$ cat config.mk
export PLATFORM = sky130hd
export DESIGN_NAME = mem_arbiter
export DESIGN_NICKNAME = d
export VERILOG_FILES = /design/src/rtl/mem_arb_pkg.sv /design/src/rtl/mem_arb_timer.sv /design/src/rtl/mem_arbiter.sv
export SDC_FILE = /design/constraint.sdc
export NUM_CORES = 1
export LEC_CHECK = 0
export BUFFER_PORTS_ARGS = -buffer_cell sky130_fd_sc_hd__buf_2
export CAP_MARGIN = 20
export CORE_AREA = 2 2 104 106
export DETAILED_ROUTE_END_ITERATION = 7
export DIE_AREA = 0 0 106 108
export PLACE_DENSITY_LB_ADDON = 0.05
export SLEW_MARGIN = 20
export SYNTH_ARGS = -nofsm -noshare
export SYNTH_HDL_FRONTEND = slang
export SYNTH_HIERARCHICAL = 1
export SYNTH_SLANG_ARGS = --single-unit
$ cat constraint.sdc
create_clock -name clk -period 2.3 [get_ports clk]
set_input_delay 0.115 -clock clk [delete_from_list [all_inputs] [get_ports clk]]
set_output_delay 0.115 -clock clk [all_outputs]
set_load 0.02 [all_outputs]
$ cat src/rtl/mem_arb_pkg.sv
`default_nettype none
// ============================================================================
// Module      : mem_arb_pkg
// Description : Shared constants for the instruction/data memory arbiter:
//               FSM state encodings, wait-counter width and default timeout.
// Revision    : 1.0  initial release
// ============================================================================
package mem_arb_pkg;

    // FSM state encodings
    localparam logic [1:0] c_IDLE  = 2'd0;
    localparam logic [1:0] c_GNT_I = 2'd1;
    localparam logic [1:0] c_GNT_D = 2'd2;

    // Default number of cycles a grant may wait for m_ready
    localparam int c_TIMEOUT_DEFAULT = 255;

    // Wait counter geometry
    localparam int                 c_CNT_W   = 8;
    localparam logic [c_CNT_W-1:0] c_CNT_MAX = '1;

endpackage : mem_arb_pkg
`default_nettype wire

$ cat src/rtl/mem_arb_timer.sv
`default_nettype none
// ============================================================================
// Module      : mem_arb_timer
// Description : Saturating 8-bit wait counter for the memory arbiter. Clears
//               when a grant starts, counts each stalled grant cycle and flags
//               a timeout on the stalled cycle that reaches TIMEOUT.
// Revision    : 1.0  initial release
// ============================================================================
module mem_arb_timer
    import mem_arb_pkg::*;
#(
    parameter int TIMEOUT = c_TIMEOUT_DEFAULT
) (
    input  logic clk,
    input  logic rst,
    input  logic clear_i,
    input  logic wait_i,
    output logic timeout_o
);

    localparam logic [31:0] c_LIMIT = 32'(TIMEOUT);

    logic [c_CNT_W-1:0] r_count_q;
    logic [c_CNT_W-1:0] w_count_d;
    logic [31:0]        w_count_next_ext;

    // Next count: clear on grant entry, otherwise count stalls without wrapping
    always_comb begin
        w_count_d = r_count_q;
        if (clear_i) begin
            w_count_d = '0;
        end else if (wait_i && (r_count_q != c_CNT_MAX)) begin
            w_count_d = r_count_q + 1'b1;
        end
    end

    // The stall in progress is number count+1; it times out when that reaches the limit
    assign w_count_next_ext = {{(32-c_CNT_W){1'b0}}, r_count_q} + 32'd1;
    assign timeout_o        = wait_i && (w_count_next_ext >= c_LIMIT);

    // Counter register
    always_ff @(posedge clk) begin
        if (rst) begin
            r_count_q <= '0;
        end else begin
            r_count_q <= w_count_d;
        end
    end

endmodule : mem_arb_timer
`default_nettype wire

$ cat src/rtl/mem_arbiter.sv
`default_nettype none
// ============================================================================
// Module      : mem_arbiter
// Description : Two-requester (I-cache / D-cache) arbiter onto one memory
//               port. IDLE arbitrates, GNT_x forwards requester x to memory
//               until m_ready, strobe drop or timeout, then returns to IDLE.
//               Optional macro MEM_ARB_RR_EN: round-robin on simultaneous
//               requests; otherwise D always wins a tie.
// Revision    : 1.0  initial release
// ============================================================================
module mem_arbiter
    import mem_arb_pkg::*;
#(
    parameter int TIMEOUT = c_TIMEOUT_DEFAULT
) (
    input  logic        clk,
    input  logic        rst,
    // instruction cache
    input  logic [31:0] i_a,
    input  logic        i_strobe,
    output logic [31:0] i_dout,
    output logic        i_ready,
    // data cache
    input  logic [31:0] d_a,
    input  logic        d_strobe,
    input  logic        d_rw,
    input  logic [31:0] d_din,
    output logic [31:0] d_dout,
    output logic        d_ready,
    // shared memory port
    output logic [31:0] m_a,
    output logic        m_strobe,
    output logic        m_rw,
    output logic [31:0] m_din,
    input  logic [31:0] m_dout,
    input  logic        m_ready,
    output logic        m_err
);

    logic [1:0] r_state_q;
    logic [1:0] w_state_d;
    logic       r_err_q;
    logic       w_err_d;
    logic       w_gnt_i;
    logic       w_gnt_d;
    logic       w_owner_live;
    logic       w_wait;
    logic       w_timeout;
    logic       w_entry;
    logic       w_pick_d;

    assign w_gnt_i      = (r_state_q == c_GNT_I);
    assign w_gnt_d      = (r_state_q == c_GNT_D);
    // Only the granted requester's strobe matters during a grant
    assign w_owner_live = (w_gnt_i && i_strobe) || (w_gnt_d && d_strobe);
    assign w_wait       = w_owner_live && !m_ready;
    assign w_entry      = (r_state_q == c_IDLE) && (i_strobe || d_strobe);

`ifdef MEM_ARB_RR_EN
    logic r_last_d_q;
    logic w_last_d_d;

    // On a tie grant whichever side was not served last
    assign w_pick_d   = d_strobe && (!i_strobe || !r_last_d_q);
    assign w_last_d_d = w_entry ? w_pick_d : r_last_d_q;

    // Last-served flag, reset to "I served last" so the first tie goes to D
    always_ff @(posedge clk) begin
        if (rst) begin
            r_last_d_q <= 1'b0;
        end else begin
            r_last_d_q <= w_last_d_d;
        end
    end
`else
    // Fixed priority: D wins every tie
    assign w_pick_d = d_strobe;
`endif

    mem_arb_timer #(
        .TIMEOUT (TIMEOUT)
    ) u_timer (
        .clk       (clk),
        .rst       (rst),
        .clear_i   (w_entry),
        .wait_i    (w_wait),
        .timeout_o (w_timeout)
    );

    // Next-state logic: arbitrate in IDLE, leave a grant on done/drop/timeout
    always_comb begin
        w_state_d = r_state_q;
        case (r_state_q)
            c_IDLE: begin
                if (i_strobe || d_strobe) begin
                    w_state_d = w_pick_d ? c_GNT_D : c_GNT_I;
                end
            end
            c_GNT_I, c_GNT_D: begin
                if (!w_owner_live || m_ready || w_timeout) begin
                    w_state_d = c_IDLE;
                end
            end
            default: w_state_d = c_IDLE;
        endcase
    end

    assign w_err_d = r_err_q || w_timeout;

    // State and sticky error registers
    always_ff @(posedge clk) begin
        if (rst) begin
            r_state_q <= c_IDLE;
            r_err_q   <= 1'b0;
        end else begin
            r_state_q <= w_state_d;
            r_err_q   <= w_err_d;
        end
    end

    // Memory port mux: granted requester drives memory, IDLE drives zeros
    always_comb begin
        m_strobe = 1'b0;
        m_rw     = 1'b0;
        m_a      = 32'd0;
        m_din    = 32'd0;
        case (r_state_q)
            c_GNT_I: begin
                m_strobe = 1'b1;
                m_a      = i_a;
            end
            c_GNT_D: begin
                m_strobe = 1'b1;
                m_a      = d_a;
                m_rw     = d_rw;
                m_din    = d_din;
            end
            default: ;
        endcase
    end

    // Completion is same-cycle with m_ready; suppressed while reset aborts a transfer
    assign i_ready = w_gnt_i && i_strobe && m_ready && !rst;
    assign d_ready = w_gnt_d && d_strobe && m_ready && !rst;
    assign i_dout  = i_ready ? m_dout : 32'd0;
    assign d_dout  = d_ready ? m_dout : 32'd0;
    assign m_err   = r_err_q;

endmodule : mem_arbiter
`default_nettype wire

==> results of run 1 <==
## registers in the layout (all words and copies together) (netlist names)
| register | count |
|---|---|
| m_err | 1 |
| r_state_q | 2 |
| u_timer/r_count_q | 8 |
## final timing paths
check	to	start	slack (ns)
max	r_state_q[0]$_SDFFE_PP0P_	r_state_q[0]$_SDFFE_PP0P_	0.14
min	r_state_q[0]$_SDFFE_PP0P_	rst	0.11
max reg2reg	r_state_q[0]$_SDFFE_PP0P_	r_state_q[0]$_SDFFE_PP0P_	0.14
min reg2reg	m_err$_SDFF_PP0_	m_err$_SDFF_PP0_	0.47
## routing by layer
| metal | vias up | GRT usage, % |
|---|---|---|
| met5 | - | 0 |
| met4 | 0 | 4.79 |
| met3 | 21 | 2.41 |
| met2 | 130 | 27.1 |
| met1 | 1194 | 14.9 |
| li1 | 1446 | - |
## power by group through the flow
stage	registers [W]	clock network, W	logic (W)
2_1_floorplan	0.000202	0	0.000255
3_3_place_gp	0.000202	0	0.000455
3_5_place_dp	0.000202	0	0.000459
4_1_cts	0.000198	0.000207	0.000461
5_1_grt	0.000199	0.000218	0.000505
6_report	0.000199	0.000199	0.000461
## layout make-up
type,count,area (um2)
clock buffers,4,45.0
fillers,1090,6690
inverters,4,15.0
multi-input cells,232,1620
flip-flops and latches,11,223
well taps,136,170
repair buffers,282,1470
## timing repair
| item | 4_1_cts | 5_1_grt |
|---|---|---|
| gates cloned | 0 | 0 |
| endpoints found under the setup margin | 27 | 29 |
| setup buffers | 0 | 3 |
| pin swaps | 0 | 5 |
| resized for setup | 1 | 7 |
## synth_stat cells (3+ instances only)
library cell / n
buf_2: 4
dlygate4sd1_1: 3
a22oi_1: 34
dfxtp_1: 11
nand3_1: 4
ha_1: 5
a21oi_1: 3
xnor2_1: 4
inv_1: 4
nor2_1: 11
and2_1: 97
clkbuf_1: 14
nand2_1: 5
nor2b_1: 32
## cell families (layout without fill, tap and decap cells)
family / count (synthesis) / after routing / share of synthesized area [%]
adders and majority gates: 5 / 5 / 3.21
xor gates and xnor gates: 5 / 5 / 2.25
and+or+nand+nor: 170 / 170 / 54.2
muxes: 1 / 1 / 0.513
AOI/OAI and AO/OA: 51 / 51 / 20.9
DFF: 11 / 11 / 11.3
buffers and inverters: 29 / 290 / 7.64
## worst max-delay path, cell delays in order, from the launching register on
cell and delay [ns]:
dfxtp_2 0.35, inv_2 0.07, ha_4 0.17, a22oi_2 0.22, nor2_2 0.07, and3_1 0.14
o2111ai_1 0.09, a22oi_2 0.09, or3b_1 0.37, or2_1 0.24, a221oi_2 0.26
## per-stage QoR
step | hold WS [ns] | instance area, um2 | total power [W] | std cells
finish | 0.108 | 3540 | 0.000859 | 669
global placement | 0.364 | 3450 | 0.000657 | 662
CTS | 0.112 | 3500 | 0.000867 | 666
floorplan | 0.174 | 1980 | 0.000457 | 272
global route | 0.119 | 3540 | 0.000922 | 669
detailed placement | 0.369 | 3450 | 0.000661 | 662
==> impl_metrics.env, run 1 <==
export IMPL_status="complete, no violations"
export IMPL_clock_latency_ns=0.24
export IMPL_clock_fmax_mhz=463
export IMPL_firstDrtPassIters=4
export IMPL_synth_edff_count=0
export IMPL_start_util_pct=19.1
export IMPL_grt_max_degree=67
export IMPL_switching_share_pct=37.8
export IMPL_cts_sinks=11
export IMPL_finalWirelength_mm=8.87
export IMPL_holdPathStages=2
export IMPL_clock_skew_ns=0.000336
export IMPL_die_width_um=106
export IMPL_drt_iter0_markers=150
export IMPL_routed_top_layer="met4"
export IMPL_relSlewSlack_pct=75.3
export IMPL_grt_pass1_wl_mm=12.8
export IMPL_route_met2_wl_mm=4.73
export IMPL_rows=37
export IMPL_final_nets=673
export IMPL_ctsHoldBuffers=0
export IMPL_drc=0
export IMPL_p_int_w=0.000534
export IMPL_dp_slack_ns=0.0982
export IMPL_mostFrequentLayoutCells="buf_2, and2_1, a22oi_1, nor2b_1, buf_4"
export IMPL_synth_ff_type="dfxtp_1"
export IMPL_synthTopCellsByArea="and2_1, a22oi_1, dfxtp_1"
export IMPL_tightest_slew_ns=0.371
export IMPL_fin_tns_setup_ns=0
export IMPL_syn_area_mm2=0.00195
export IMPL_drv_cap=0
export IMPL_hpwl_mm=7.21
export IMPL_reg2reg_depth=10
export IMPL_synthToLayoutAreaGrowth_pct=81.8
export IMPL_syn_inst=272
export IMPL_clockBufferDepth=2
export IMPL_cp_required_ns=2.45
export IMPL_final_common_cell="buf_2"
export IMPL_seqPwrFrac_pct=23.1
export IMPL_coreArea_mm2=0.0102
export IMPL_min_path_type="input port to flip-flop"
export IMPL_setup_slack_ns=0.142
export IMPL_final_util_pct=34.6
export IMPL_met3WireLength_um=561
export IMPL_p_comb_share_pct=53.7
export IMPL_vias=2791
export IMPL_portBuffers=266
export IMPL_p_leak_nw=1.98
export IMPL_die_y_um=108
export IMPL_ant_nets=0
export IMPL_synth_nets=411
export IMPL_met1_length_mm=3.33
export IMPL_setup_violations=0
export IMPL_first_global_vias=2455
export IMPL_cts_tree="built"
export IMPL_clkPwrFrac_pct=23.2
export IMPL_synth_top_cell_area_share_pct=31.1
export IMPL_path_class="flip-flop to flip-flop"
export IMPL_ir_drop_mv=0.122
export IMPL_rsz0062_at_grt="no"
export IMPL_synth_seq_cells=11
export IMPL_hold_viol=0
export IMPL_layout_min_cycle_time_ns=2.16
export IMPL_period_share_pct=93.8
export IMPL_n_antenna_cell=0
export IMPL_ios=267
export IMPL_drive_gt1_share_pct=57.6
export IMPL_antenna_found_initial=0
export IMPL_p_per_area_mw_per_mm2=242
export IMPL_crit_fanout=3
export IMPL_synth_largest_area_cell="and2_1"
export IMPL_cts_htree_levels=1
export IMPL_switchingPower_w=0.000325
export IMPL_yosysWarningCount=6
export IMPL_ys_types=47
export IMPL_start_kind="flip-flop"
export IMPL_gp_congestion=0.818
export IMPL_drt_vias_per_instance=4.17
export IMPL_seq_area_frac_synth_pct=11.3
export IMPL_maxSlewViolCount=0
export IMPL_avgSynthCellArea_um2=7.17
export IMPL_ys_async_sr_fraction_pct=0
export IMPL_cts_made_buffers=3
export IMPL_wl_per_cell_um=13.3
export IMPL_gr_total_overflow=0
export IMPL_die_area_mm2=0.0114
export IMPL_grt_usage_pct=13.8
export IMPL_cts_clk_slew_worst_paths_ns=0.05
export IMPL_critical_path_arrival_ns=2.31
export IMPL_cts_root_buf="clkbuf_8"
export IMPL_endpoint_kind="flip-flop"
Note: power is estimated with default switching activity, not from simulation.
==> run 2, diff against run 1 <==
--- a/config.mk
+++ b/config.mk
@@ -5,11 +5,13 @@
 export SDC_FILE = /design/constraint.sdc
 export NUM_CORES = 1
 export LEC_CHECK = 0
+export ABC_AREA = 1
 export BUFFER_PORTS_ARGS = -buffer_cell sky130_fd_sc_hd__buf_2
 export CAP_MARGIN = 20
 export CORE_AREA = 2 2 104 106
 export DETAILED_ROUTE_END_ITERATION = 7
 export DIE_AREA = 0 0 106 108
+export GPL_TIMING_DRIVEN = 0
 export PLACE_DENSITY_LB_ADDON = 0.05
 export SLEW_MARGIN = 20
 export SYNTH_ARGS = -nofsm -noshare
==> impl_metrics.env, run 2 <==
export IMPL_cp_required_ns=2.44
export IMPL_p_per_area_mw_per_mm2=257
export IMPL_crit_fanout=6
export IMPL_synth_largest_area_cell="nand2_1"
export IMPL_min_to="m_err$_SDFF_PP0_"
export IMPL_vias=3162
export IMPL_grt_usage_pct=14.8
export IMPL_cts_made_buffers=3
export IMPL_start_kind="flip-flop"
export IMPL_synth_nets=527
export IMPL_portBuffers=266
export IMPL_dp_slack_ns=0.253
export IMPL_ctsHoldBuffers=0
export IMPL_crit_chain="inv_1, ha_1, buf_2, nand2_1, a21oi_1, inv_1, a21oi_1, nor2_1, nand3_1, nand2_1, nand2_1, a21oi_1"
export IMPL_critPathBufInv=3
export IMPL_grt_pass1_wl_mm=13.6
export IMPL_drv_cap=0
export IMPL_firstDrtPassIters=4
export IMPL_syn_area_mm2=0.00188
export IMPL_fin_tns_setup_ns=0
export IMPL_clockBufferDepth=2
export IMPL_dpl_cell_area_mm2=0.00338
export IMPL_start_util_pct=18.4
export IMPL_final_area_mm2=0.00343
export IMPL_synth_most_common_cell="nand2_1"
export IMPL_fin_cells=794
export IMPL_cts_clk_slew_worst_paths_ns=0.05
export IMPL_drive_gt1_share_pct=45.3
export IMPL_clock_skew_ns=0.00402
export IMPL_largest_reg_flops=8
export IMPL_hpwl_mm=8.01
export IMPL_hold_viol=0
export IMPL_synth_seq_cells=11
export IMPL_mostFrequentLayoutCells="buf_2, nand2_1, inv_1, nor2_1, a21oi_1"
export IMPL_ir_drop_mv=0.131
export IMPL_r2r_end="r_state_q[0]$_SDFFE_PP0P_"
export IMPL_maxSlewViolCount=0
export IMPL_largest_register="u_timer/r_count_q"
export IMPL_wl_per_cell_um=11.6
export IMPL_antenna_found_initial=0
export IMPL_relSlewSlack_pct=66.6
export IMPL_reg2reg_depth=12
export IMPL_synth_edff_count=0
export IMPL_die_y_um=108
export IMPL_seq_area_frac_synth_pct=11.7
export IMPL_final_nets=798
export IMPL_drt_iter0_markers=164
export IMPL_avgSynthCellArea_um2=4.85
export IMPL_worst_path_largest_cell_delay_ns=0.43
export IMPL_synthTopCellsByArea="nand2_1, inv_1, nor2_1"
export IMPL_min_path_type="input port to flip-flop"
export IMPL_drt_vias_per_instance=3.98
export IMPL_n_antenna_cell=0
export IMPL_die_area_mm2=0.0114
export IMPL_period_share_pct=88.2
export IMPL_synth_ff_type="dfxtp_1"
export IMPL_yosys_top_cells_count="nand2_1, inv_1, nor2_1"
export IMPL_dp_cells=790
export IMPL_ys_async_sr_fraction_pct=0
export IMPL_ant_nets=0
export IMPL_gr_total_overflow=0
export IMPL_setup_slack_ns=0.272
export IMPL_coreArea_mm2=0.0102
export IMPL_rsz0062_at_grt="no"
export IMPL_critical_path_arrival_ns=2.16
export IMPL_p_leak_nw=2.40
export IMPL_final_util_pct=33.5
export IMPL_holdPathStages=2
export IMPL_reg2reg_from="r_state_q[1]$_SDFFE_PP0P_"
export IMPL_clock_latency_ns=0.25
export IMPL_yosysWarningCount=6
export IMPL_cts_resized=0
export IMPL_finalWirelength_mm=9.22
export IMPL_path_class="flip-flop to flip-flop"
export IMPL_grt_max_degree=11
export IMPL_rows=37
export IMPL_endpoint_kind="flip-flop"
export IMPL_synth_top_cell_area_share_pct=23.8
export IMPL_drc=0
export IMPL_tightest_slew_ns=0.500
export IMPL_clock_fmax_mhz=493
export IMPL_cts_tree="built"
export IMPL_post_cts_buffers=0
export IMPL_gp_congestion=0.757
export IMPL_rrSetupSlack_ns=0.27
export IMPL_cts_htree_levels=1
export IMPL_layout_min_cycle_time_ns=2.03
export IMPL_cts_sinks=11
export IMPL_final_common_cell="buf_2"
export IMPL_syn_inst=388
export IMPL_path_delay_family="compound AO/OA/AOI/OAI gates"
export IMPL_setup_violations=0
export IMPL_min_from="rst"
export IMPL_ios=267
export IMPL_synthToLayoutAreaGrowth_pct=82.2
export IMPL_slowest_stage="a21oi_1"
export IMPL_cts_root_buf="clkbuf_8"
export IMPL_first_global_vias=2839
export IMPL_die_width_um=106
export IMPL_status="complete, no violations"
export IMPL_ys_types=25
run 2: cell types whose count changed after synthesis, moves of 5 or more:
cell,delta
buf_2,+5
nor2b_1,-32
nor2_1,+68
a22oi_1,-34
inv_1,+76
clkbuf_1,-12
a21oi_1,+38
and2_1,-97
nand2_1,+114
nand3_1,+7
run 2: per-stage QoR:
stage / total power, W / hold slack, ns
after detailed placement: 0.000685 / 0.380
final: 0.000879 / 0.108
after floorplan: 0.000467 / 0.184
after global routing: 0.000956 / 0.128
after CTS: 0.000897 / 0.116
after global placement: 0.000681 / 0.377
run 2: worst register-to-register path: stages (launching register included):
cell	delay (ns)
dfxtp_1	0.32
inv_1	0.08
ha_1	0.13
buf_2	0.15
nand2_1	0.13
a21oi_1	0.43
inv_1	0.08
a21oi_1	0.22
nor2_1	0.08
nand3_1	0.12
nand2_1	0.08
nand2_1	0.06
a21oi_1	0.05
run 2: cell type report:
cell class,count,area [um2]
multi-input combinational,274,1210
timing repair buffer,266,1330
buffer,20,131
clock buffer,4,45.0
fill,1204,6800
inverter,83,314
sequential,11,220
tap,136,170
run 2: worst max path at each step:
stage                           endpoint  cells after the start  slack (ns)                      start
2_1_floorplan  r_state_q[1]$_SDFFE_PP0P_                     12        0.58  r_state_q[1]$_SDFFE_PP0P_
5_1_grt        r_state_q[0]$_SDFFE_PP0P_                     11        0.05  r_state_q[1]$_SDFFE_PP0P_
4_1_cts        r_state_q[0]$_SDFFE_PP0P_                     12        0.25  r_state_q[1]$_SDFFE_PP0P_
6_report       r_state_q[0]$_SDFFE_PP0P_                     12        0.27  r_state_q[1]$_SDFFE_PP0P_
3_3_place_gp   r_state_q[0]$_SDFFE_PP0P_                     12        0.28  r_state_q[1]$_SDFFE_PP0P_
3_5_place_dp   r_state_q[0]$_SDFFE_PP0P_                     12        0.25  r_state_q[1]$_SDFFE_PP0P_
run 2: where the power goes:
group | total [W] | leakage (nW) | internal [W] | switching, W
logic | 0.000474 | 2.29 | 0.000184 | 0.000290
clock network | 0.000204 | 0.0228 | 0.000122 | 0.0000814
registers | 0.000201 | 0.0891 | 0.000196 | 0.00000510
total | 0.000879 | 2.40 | 0.000503 | 0.000376
run 2: logic make-up after synthesis:
family                   count (synthesis)  synth area share, %
adder cells (fa/ha/maj)                  5                 3.33
flip-flops                              11                 11.7
AO/OA/AOI/OAI                           50                 14.0
XOR/XNOR                                 1                0.466
buffers and inverters                  103                 23.7
AND/OR/NAND/NOR                        218                 46.8
run 2: routing by layer:
metal | wire, um | track usage (%) | vias up
met4 | 101 | 4.04 | 0
met5 | 0 | 0 | -
met3 | 699 | 2.89 | 6
met1 | 3320 | 14.5 | 1340
met2 | 5100 | 31.0 | 145
li1 | - | - | 1671
==> run 3, diff against run 2 <==
--- a/config.mk
+++ b/config.mk
@@ -6,7 +6,7 @@
 export NUM_CORES = 1
 export LEC_CHECK = 0
 export ABC_AREA = 1
-export BUFFER_PORTS_ARGS = -buffer_cell sky130_fd_sc_hd__buf_2
+export BUFFER_PORTS_ARGS = -buffer_cell sky130_fd_sc_hd__buf_4
 export CAP_MARGIN = 20
 export CORE_AREA = 2 2 104 106
 export DETAILED_ROUTE_END_ITERATION = 7
==> impl_metrics.env, run 3 (synthesis results as in run 2) <==
export IMPL_clock_fmax_mhz=495
export IMPL_holdPathStages=2
export IMPL_cts_clk_slew_worst_paths_ns=0.06
export IMPL_ios=267
export IMPL_post_cts_buffers=0
export IMPL_firstDrtPassIters=4
export IMPL_start_kind="flip-flop"
export IMPL_p_leak_nw=2.51
export IMPL_final_nets=798
export IMPL_cts_tree="built"
export IMPL_maxSlewViolCount=0
export IMPL_cts_root_buf="clkbuf_8"
export IMPL_crit_fanout=6
export IMPL_setup_violations=0
export IMPL_r2r_end="r_state_q[0]$_SDFFE_PP0P_"
export IMPL_layout_min_cycle_time_ns=2.02
export IMPL_rsz0062_at_grt="no"
export IMPL_drv_cap=0
export IMPL_grt_usage_pct=15.4
export IMPL_clock_latency_ns=0.25
export IMPL_hold_viol=0
export IMPL_drt_iter0_markers=167
export IMPL_p_per_area_mw_per_mm2=239
export IMPL_vias=3155
export IMPL_period_share_pct=87.8
export IMPL_clockBufferDepth=2
export IMPL_die_width_um=106
export IMPL_portBuffers=266
export IMPL_drt_vias_per_instance=3.97
export IMPL_antenna_found_initial=0
export IMPL_drc=0
export IMPL_grt_pass1_wl_mm=14.4
export IMPL_gp_congestion=0.821
export IMPL_min_to="m_err$_SDFF_PP0_"
export IMPL_die_y_um=108
export IMPL_largest_register="u_timer/r_count_q"
export IMPL_finalPower_w=0.000979
export IMPL_clock_skew_ns=0.00856
export IMPL_cts_sinks=11
export IMPL_n_antenna_cell=0
export IMPL_endpoint_kind="flip-flop"
export IMPL_drive_gt1_share_pct=45.4
export IMPL_worst_path_largest_cell_delay_ns=0.42
export IMPL_wl_per_cell_um=12.2
export IMPL_hpwl_mm=8.48
export IMPL_slowest_stage="a21oi_1"
export IMPL_mostFrequentLayoutCells="buf_4, nand2_1, inv_1, nor2_1, a21oi_1"
export IMPL_start_util_pct=18.4
export IMPL_cts_made_buffers=3
export IMPL_die_area_mm2=0.0114
export IMPL_reg2reg_from="r_state_q[1]$_SDFFE_PP0P_"
export IMPL_first_global_vias=2909
export IMPL_synthToLayoutAreaGrowth_pct=118
export IMPL_min_from="rst"
export IMPL_rrSetupSlack_ns=0.28
export IMPL_ant_nets=0
export IMPL_tightest_slew_ns=0.495
export IMPL_gr_total_overflow=0
export IMPL_min_path_type="input port to flip-flop"
export IMPL_ir_drop_mv=0.136
export IMPL_cts_htree_levels=1
export IMPL_largest_reg_flops=8
export IMPL_cts_resized=0
export IMPL_final_common_cell="buf_4"
export IMPL_critical_path_arrival_ns=2.15
export IMPL_crit_chain="inv_1, ha_1, buf_2, nand2_1, a21oi_1, inv_1, a21oi_1, nor2_1, nand3_1, nand2_1, nand2_1, a21oi_1"
export IMPL_cp_required_ns=2.43
export IMPL_relSlewSlack_pct=66.9
export IMPL_status="complete, no violations"
export IMPL_coreArea_mm2=0.0102
export IMPL_path_class="flip-flop to flip-flop"
export IMPL_reg2reg_depth=12
export IMPL_rows=37
export IMPL_grt_max_degree=11
export IMPL_finalWirelength_mm=9.71
export IMPL_ctsHoldBuffers=0
export IMPL_fin_tns_setup_ns=0
==> run 3: changes by cell type in the layout (fill, tap and decap cells not counted) <==
| cell | delta |
|---|---|
| buf_4 | +266 |
| clkinv_2 | +1 |
| clkbuf_1 | -1 |
| buf_2 | -266 |
==> run 3: power breakdown <==
part	leakage [nW]	internal (W)	switching, W
Sequential	0.0891	0.000196	0.00000502
Combinational	2.39	0.000282	0.000293
Clock	0.0255	0.000120	0.0000833
Total	2.51	0.000597	0.000382
==> run 3: worst max-delay path by stage <==
stage	start	end	slack, ns	depth (start not counted)
detailed placement	r_state_q[1]$_SDFFE_PP0P_	r_state_q[0]$_SDFFE_PP0P_	0.27	12
finish	r_state_q[1]$_SDFFE_PP0P_	r_state_q[0]$_SDFFE_PP0P_	0.28	12
global route	r_state_q[1]$_SDFFE_PP0P_	r_state_q[0]$_SDFFE_PP0P_	0.08	12
floorplan	r_state_q[1]$_SDFFE_PP0P_	r_state_q[1]$_SDFFE_PP0P_	0.58	12
CTS	r_state_q[1]$_SDFFE_PP0P_	r_state_q[0]$_SDFFE_PP0P_	0.26	12
global placement	r_state_q[1]$_SDFFE_PP0P_	r_state_q[0]$_SDFFE_PP0P_	0.29	12
==> run 3: area by class of cell <==
cell class	count	area, um2
fill	1121	6140
timing repair buffer	266	2000
multi-input combinational	274	1210
inverter	83	314
sequential	11	220
tap	136	170
buffer	20	131
clock buffer	3	41.3
clock inverter	1	5.00
==> run 3: critical path, delay by kind of cell (launching register included) <==
family          cells  cell delay [ns]
flops               1             0.32
buf+inv             3             0.31
simple gates        5             0.47
fa+ha+maj           1             0.13
compound gates      3             0.68
==> run 3: metal layers <==
layer  vias up  wire [um]  track usage (%)
met1      1338       3270             14.7
met5         -          0                0
met3         9        800             3.80
met2       140       5480             32.6
met4         0        155             3.95
li1       1668          -                -
==> run 3: through the flow <==
stage               instances  hold slack [ns]  worst slack (ns)  util (%)  instance area, um2
finish                    794           0.0724             0.281      40.0                4090
detailed placement        790            0.342             0.266      39.6                4050
CTS                       794           0.0786             0.262      40.0                4090
global placement          790            0.336             0.292      39.6                4050
floorplan                 388            0.184             0.576         -                1880
global route              794           0.0843            0.0794      40.0                4090
